==> config.mk <==
export PLATFORM = sky130hd
export DESIGN_NAME = tt_dfd_clkgate_ctrl
export DESIGN_NICKNAME = d
export VERILOG_FILES = /design/src/rtl/tt_dfd_clkgate_pkg.sv /design/src/rtl/tt_dfd_clkgate_ch.sv /design/src/rtl/tt_dfd_generic_clkgate.sv /design/src/rtl/tt_dfd_clkgate_ctrl.sv
export SDC_FILE = /design/constraint.sdc
export NUM_CORES = 1
export LEC_CHECK = 0
export BUFFER_PORTS_ARGS = -buffer_cell sky130_fd_sc_hd__buf_2
export CAP_MARGIN = 20
export CELL_PAD_IN_SITES_DETAIL_PLACEMENT = 1
export CELL_PAD_IN_SITES_GLOBAL_PLACEMENT = 2
export CORE_ASPECT_RATIO = 1.75
export CORE_UTILIZATION = 36
export DETAILED_ROUTE_END_ITERATION = 16
export PLACE_DENSITY_LB_ADDON = 0.1
export SLEW_MARGIN = 40
export SYNTH_ARGS = -nofsm -noshare
export SYNTH_HDL_FRONTEND = slang
export SYNTH_HIERARCHICAL = 1
export SYNTH_SLANG_ARGS = --single-unit
==> constraint.sdc <==
create_clock -name clk -period 3.25 [get_ports clk]
set_input_delay 0.325 -clock clk [delete_from_list [all_inputs] [get_ports clk]]
set_output_delay 0.325 -clock clk [all_outputs]
set_load 0.01 [all_outputs]
==> src/rtl/tt_dfd_clkgate_pkg.sv <==
// Shared types and limits for the multi-channel DFD clock-gating controller.
package tt_dfd_clkgate_pkg;

  typedef enum logic [1:0] {
    ST_IDLE = 2'd0,
    ST_RUN  = 2'd1,
    ST_HOLD = 2'd2
  } clkgate_state_e;

  localparam int MAX_NUM_CH = 32;

endpackage

==> src/rtl/tt_dfd_clkgate_ch.sv <==
// One gated-clock channel: activity FSM with hold-off counter, override
// logic, status flops and the gate cell.
//
// state   | meaning
// IDLE    | no activity, hold-off expired; gate closed unless overridden
// RUN     | req/busy seen on the last edge; cnt loaded with cfg_hyst
// HOLD    | activity ended; gate stays open while cnt != 0
module tt_dfd_clkgate_ch
  import tt_dfd_clkgate_pkg::*;
#(
  parameter int HYST_W = 4
) (
  input  logic              clk,
  input  logic              reset,
  input  logic              te,
  input  logic              cfg_gate_en,
  input  logic [HYST_W-1:0] cfg_hyst,
  input  logic              force_on,
  input  logic              req,
  input  logic              busy,
  output logic              clk_out,
  output logic              ch_en,
  output logic              ch_wake
);

  clkgate_state_e    state_q, state_d;
  logic [HYST_W-1:0] cnt_q, cnt_d;
  logic              ch_en_q, ch_wake_q;
  logic              act, en, wake_d;

  assign act = req | busy;

  always_comb begin
    state_d = state_q;
    cnt_d   = cnt_q;
    if (act) begin
      state_d = ST_RUN;
      cnt_d   = cfg_hyst;
    end else begin
      case (state_q)
        ST_RUN, ST_HOLD: begin
          if (cnt_q == '0) begin
            state_d = ST_IDLE;
          end else begin
            state_d = ST_HOLD;
            cnt_d   = cnt_q - HYST_W'(1);
          end
        end
        default: state_d = ST_IDLE;
      endcase
    end
  end

  assign wake_d = act & (state_q == ST_IDLE);

  // Reset keeps the gate open so downstream flops still see edges.
  assign en = act | ((state_q != ST_IDLE) && (cnt_q != '0)) | force_on
            | ~cfg_gate_en | reset;

  always_ff @(posedge clk or posedge reset) begin
    if (reset) begin
      state_q   <= ST_IDLE;
      cnt_q     <= '0;
      ch_en_q   <= 1'b0;
      ch_wake_q <= 1'b0;
    end else begin
      state_q   <= state_d;
      cnt_q     <= cnt_d;
      ch_en_q   <= en;
      ch_wake_q <= wake_d;
    end
  end

  assign ch_en   = ch_en_q;
  assign ch_wake = ch_wake_q;

  tt_dfd_generic_clkgate u_gate (
    .clk     (clk),
    .en      (en),
    .te      (te),
    .clk_out (clk_out)
  );

endmodule

==> src/rtl/tt_dfd_generic_clkgate.sv <==
// Latch-based clock gate: enable is captured while clk is low, so clk_out
// can never glitch during the high phase.
module tt_dfd_generic_clkgate (
  input  logic clk,
  input  logic en,
  input  logic te,
  output logic clk_out
);

  logic en_lat;

  always_latch begin
    if (!clk) en_lat <= en | te;
  end

  assign clk_out = clk & en_lat;

endmodule

==> src/rtl/tt_dfd_clkgate_ctrl.sv <==
// Multi-channel DFD clock-gating controller: one independent gated clock
// per channel, sharing the hold-off setting and global overrides.
module tt_dfd_clkgate_ctrl
  import tt_dfd_clkgate_pkg::*;
#(
  parameter int NUM_CH = 4,
  parameter int HYST_W = 4
) (
  input  logic              clk,
  input  logic              reset,
  input  logic              te,
  input  logic              cfg_gate_en,
  input  logic [HYST_W-1:0] cfg_hyst,
  input  logic [NUM_CH-1:0] cfg_force_on,
  input  logic [NUM_CH-1:0] req,
  input  logic [NUM_CH-1:0] busy,
  output logic [NUM_CH-1:0] clk_out,
  output logic [NUM_CH-1:0] ch_en,
  output logic [NUM_CH-1:0] ch_wake
);

  if (NUM_CH < 1 || NUM_CH > MAX_NUM_CH) begin : g_bad_num_ch
    $error("tt_dfd_clkgate_ctrl: NUM_CH out of range");
  end

  for (genvar i = 0; i < NUM_CH; i++) begin : g_ch
    tt_dfd_clkgate_ch #(
      .HYST_W (HYST_W)
    ) u_ch (
      .clk         (clk),
      .reset       (reset),
      .te          (te),
      .cfg_gate_en (cfg_gate_en),
      .cfg_hyst    (cfg_hyst),
      .force_on    (cfg_force_on[i]),
      .req         (req[i]),
      .busy        (busy[i]),
      .clk_out     (clk_out[i]),
      .ch_en       (ch_en[i]),
      .ch_wake     (ch_wake[i])
    );
  end

endmodule

# Yosys cells after proc, flatten, opt, wreduce, memory -nomap -nowiden
# Index checks and enable logic that the tools add are counted.
dict set report op_classes {
  n_addsub 4
  multipliers 0
  div_mod_pow 0
  n_lt_le_gt_ge 0
  n_eq_ne 12
  shift 0
  mux 28
  n_bitwise 33
  n_reduce_logical 32
}
# cell n
set op_table {}
lappend op_table {{4-bit 2-to-1 mux} 12}
lappend op_table {{2-bit 2-to-1 mux} 12}
lappend op_table {{1-bit OR} 24}
lappend op_table {{4-bit zero test} 4}
lappend op_table {{2-bit nonzero test} 8}
lappend op_table {{4-bit nonzero test} 4}
lappend op_table {{4-bit by 1-bit subtractor with 4-bit output, second input constant} 4}
lappend op_table {{1-bit AND} 8}
lappend op_table {{2-bit by 1-bit equality test with 1-bit output, second input constant} 4}
lappend op_table {{2-bit equality test, second input constant} 4}
lappend op_table {{2-bit zero test} 4}
lappend op_table {{2-bit by 1-bit inequality test with 1-bit output, second input constant} 4}
lappend op_table {{2-bit AND reduction} 4}
lappend op_table {{2-bit OR reduction} 4}
lappend op_table {{1-bit logical AND} 4}
lappend op_table {{1-bit 2-to-1 mux} 4}
lappend op_table {{1-bit inverter} 1}
dict set report word_totals {
  regBits 32
  latchBits 4
  ramBits 0
  mem_bits_ro 0
  inputBits 20
  out_inout_bits 12
  elab_cells 129
  mem_count 0
}

# Depth between registers and ports, before layout
dict set report logic_depth {
  word_depth 8
  depth_mapped 5
  ltp_nobuf 5
}

# Cells and area by module
# Netlist, hierarchy kept.
# module instances cells_per_inst area_per_inst_um2 seq_area_each_um2
set modules_own_cells {}
lappend modules_own_cells {tt_dfd_clkgate_ch 4 41 409.1 200.2}
lappend modules_own_cells {tt_dfd_generic_clkgate 4 3 27.5 0.0}

==> flow_metrics.tcl <==
set metrics [dict create \
    path_cells "and2_1 > buf_2" \
    outcome "finished clean" \
    portBuffers 31 \
    grt_first_pass_wirelength_um 6980 \
    clkTransAtPathRegs_ps 70 \
    p_leak_nw 0.990 \
    synth_area_leaders "dfrtp_1 (46%), ha_1 (5.7%), inv_1 (4.3%), nor2_1 (4.3%), dlxtn_1 (3.4%)" \
    synth_fp_nets 204 \
    grt_remaining_overflow 0 \
    cts_tree "done" \
    worst-slew-pin-transition_ps 343 \
    antennaDiodeCount 0 \
    drv_cap 0 \
    clk_latency_ps 380 \
    coreArea_um2 4670 \
    antenna_found_initial 0 \
    synth.most_common_cell "dfrtp_1" \
    routed_wl_um 4100 \
    end_kind "primary output" \
    die_x_um 54.7 \
    wl_per_cell_um 15.0 \
    worst_r2r_path_depth 5 \
    drt-pass1-iter-count 4 \
    drive_gt1_frac 0.297 \
    post_cts_buffers 0 \
    skew_ps 0.817 \
    rows 33 \
    final_max_slew_viol_count 0 \
    reg2reg_slack_ps 280 \
    tns_ps 0 \
    synth_common_cells "dfrtp_1 (32), inv_1 (20), nor2_1 (20)" \
    hold_viol 0 \
    synthFlopType "dfrtp_1" \
    dieArea_um2 5150 \
    p_per_area_nw_per_um2 561 \
    final_nets 249 \
    fp.dieH_um 94.1 \
    drt_iter0_drc 11 \
    post-route-util 0.456 \
    synth_edf_count 0 \
    fill_cells 567 \
    syn_area_per_cell_um2 9.92 \
    hold_class "in -> reg" \
    start_util 0.374 \
    cpMaxStageDelayCell "dlxtn_1" \
    first_global_vias 1560 \
    viasPerCell 5.22 \
    finalSetupViolCount 0 \
    num_io_pins 32 \
    area_growth_pct 21.8 \
    fin_area_um2 2130 \
    critPathKind "latch -> out" \
    netlist_area_um2 1750 \
    num_vias 1431 \
    antenna_left 0 \
    relSlewSlack 0.770 \
    hpwl_um 3060 \
    cp-start-kind "latch" \
    ys_warn_count 6 \
    synth_top_area_share 0.458 \
    critPathRequiredTime_ps 2920 \
    grt_start_max_net_pins 11 \
    cts-resized-gates 0 \
    place_inst 261 \
    irDropWorstVdd_v 0.000335 \
    crit_path_start "g_ch[1].u_ch/u_gate/en_lat" \
    reg2reg_to "g_ch[1].u_ch/u_gate/en_lat" \
    placed_area_um2 1980 \
    slowest_delay_ps 390 \
    critPathMaxFanout 1 \
    arrival_ps 2660 \
    netlist_instances 176 \
    synth_seq_cells 36 \
    grt.total_usage 0.198 \
    drc 0 \
    synthDistinctLibCells 21 \
    final_cell_count_no_fill 274 \
    synth.largest_area_cell "dfrtp_1" \
    synth-async-reset-ratio 0.889 \
    reg2reg_from "g_ch[1].u_ch/cnt_q[0]" \
    crit_path_end "clk_out[1]" \
    rsz0062_at_grt "no" \
    gp_congestion 0.754 \
]
## cells by family after synthesis
kind of cell	after synthesis	synth area share
and+or+nand+nor	68	0.269
AOI/OAI and AO/OA	32	0.0974
DFF	32	0.458
buffers and inverters	28	0.0602
adders and majority gates	8	0.0573
muxes	4	0.0229
latches	4	0.0344
## where the power goes
group / switching (mW) / total (mW) / internal, mW
Combinational: 0.0873 / 0.156 / 0.0687
Clock: 0.239 / 0.552 / 0.314
Sequential: 0.0248 / 0.485 / 0.460
Total: 0.351 / 1.19 / 0.842
## metrics by stage
step                      hold WS (ps)  setup WS (ps)  total power, mW
final                              175            261             1.19
after CTS                          168            239             1.22
after global routing               178            126             1.29
after floorplan                    141            466            0.661
after global placement             372            290            0.751
after detailed placement           394            267            0.760
## sequential cells by signal, indices dropped and copies added (netlist names)
signal	cells
g_ch.u_ch/ch_wake	4
g_ch.u_ch/cnt_q	16
g_ch.u_ch/ch_en	4
g_ch.u_ch/state_q	8
g_ch.u_ch/u_gate/en_lat	4
## how the worst min path moves through the flow
| stage | from | end | slack, ps | cells past startpoint |
|---|---|---|---|---|
| after floorplan | reset | g_ch[0].u_ch/ch_en | 140 | 1 |
| after global placement | reset | g_ch[2].u_ch/state_q[0] | 370 | 2 |
| after detailed placement | reset | g_ch[3].u_ch/cnt_q[1] | 390 | 2 |
| after CTS | cfg_force_on[0] | g_ch[0].u_ch/ch_en | 170 | 3 |
| after global routing | cfg_force_on[0] | g_ch[0].u_ch/ch_en | 180 | 3 |
| final | cfg_force_on[3] | g_ch[3].u_ch/ch_en | 170 | 3 |
## cell usage in the layout (no fill, tap or decap), drive strengths merged, types with 8 or more instances in the layout
cell     n
clkbuf  11
buf     33
a21oi   12
nor4b    8
nor2    24
and2     8
inv     28
or3      8
o21ai   12
a31oi    8
ha       8
dfrtp   32
## layout make-up
class | count | area, um^2 | area share
clock buffer | 15 | 151 | 0.0712
sequential | 36 | 861 | 0.405
inverter | 28 | 105 | 0.0494
multi-input combinational | 112 | 781 | 0.367
tap | 52 | 65.1 | 0.0306
clock inverter | 1 | 3.75 | 0.00176
timing repair buffer | 30 | 160 | 0.0753
## critical path, delay by kind of cell (launching register included)
family        cells  cell delay (ps)
buf+inv           1              120
latches           1              390
simple gates      1              120
## per-layer routing
metal  vias up  GRT usage  share of wire
met5         -          0              0
met4         0      0.103          0.017
met3         6     0.0696          0.044
met2        41      0.330           0.55
met1       699      0.207           0.38
li1        685          -              -
## repair_timing
action / in CTS / in global routing
hold endpoints to repair: 32 / 0
hold buffers: 1 / 0
endpoints found under the setup margin: 0 / 0
No activity file was read; power rests on OpenSTA's default activity.
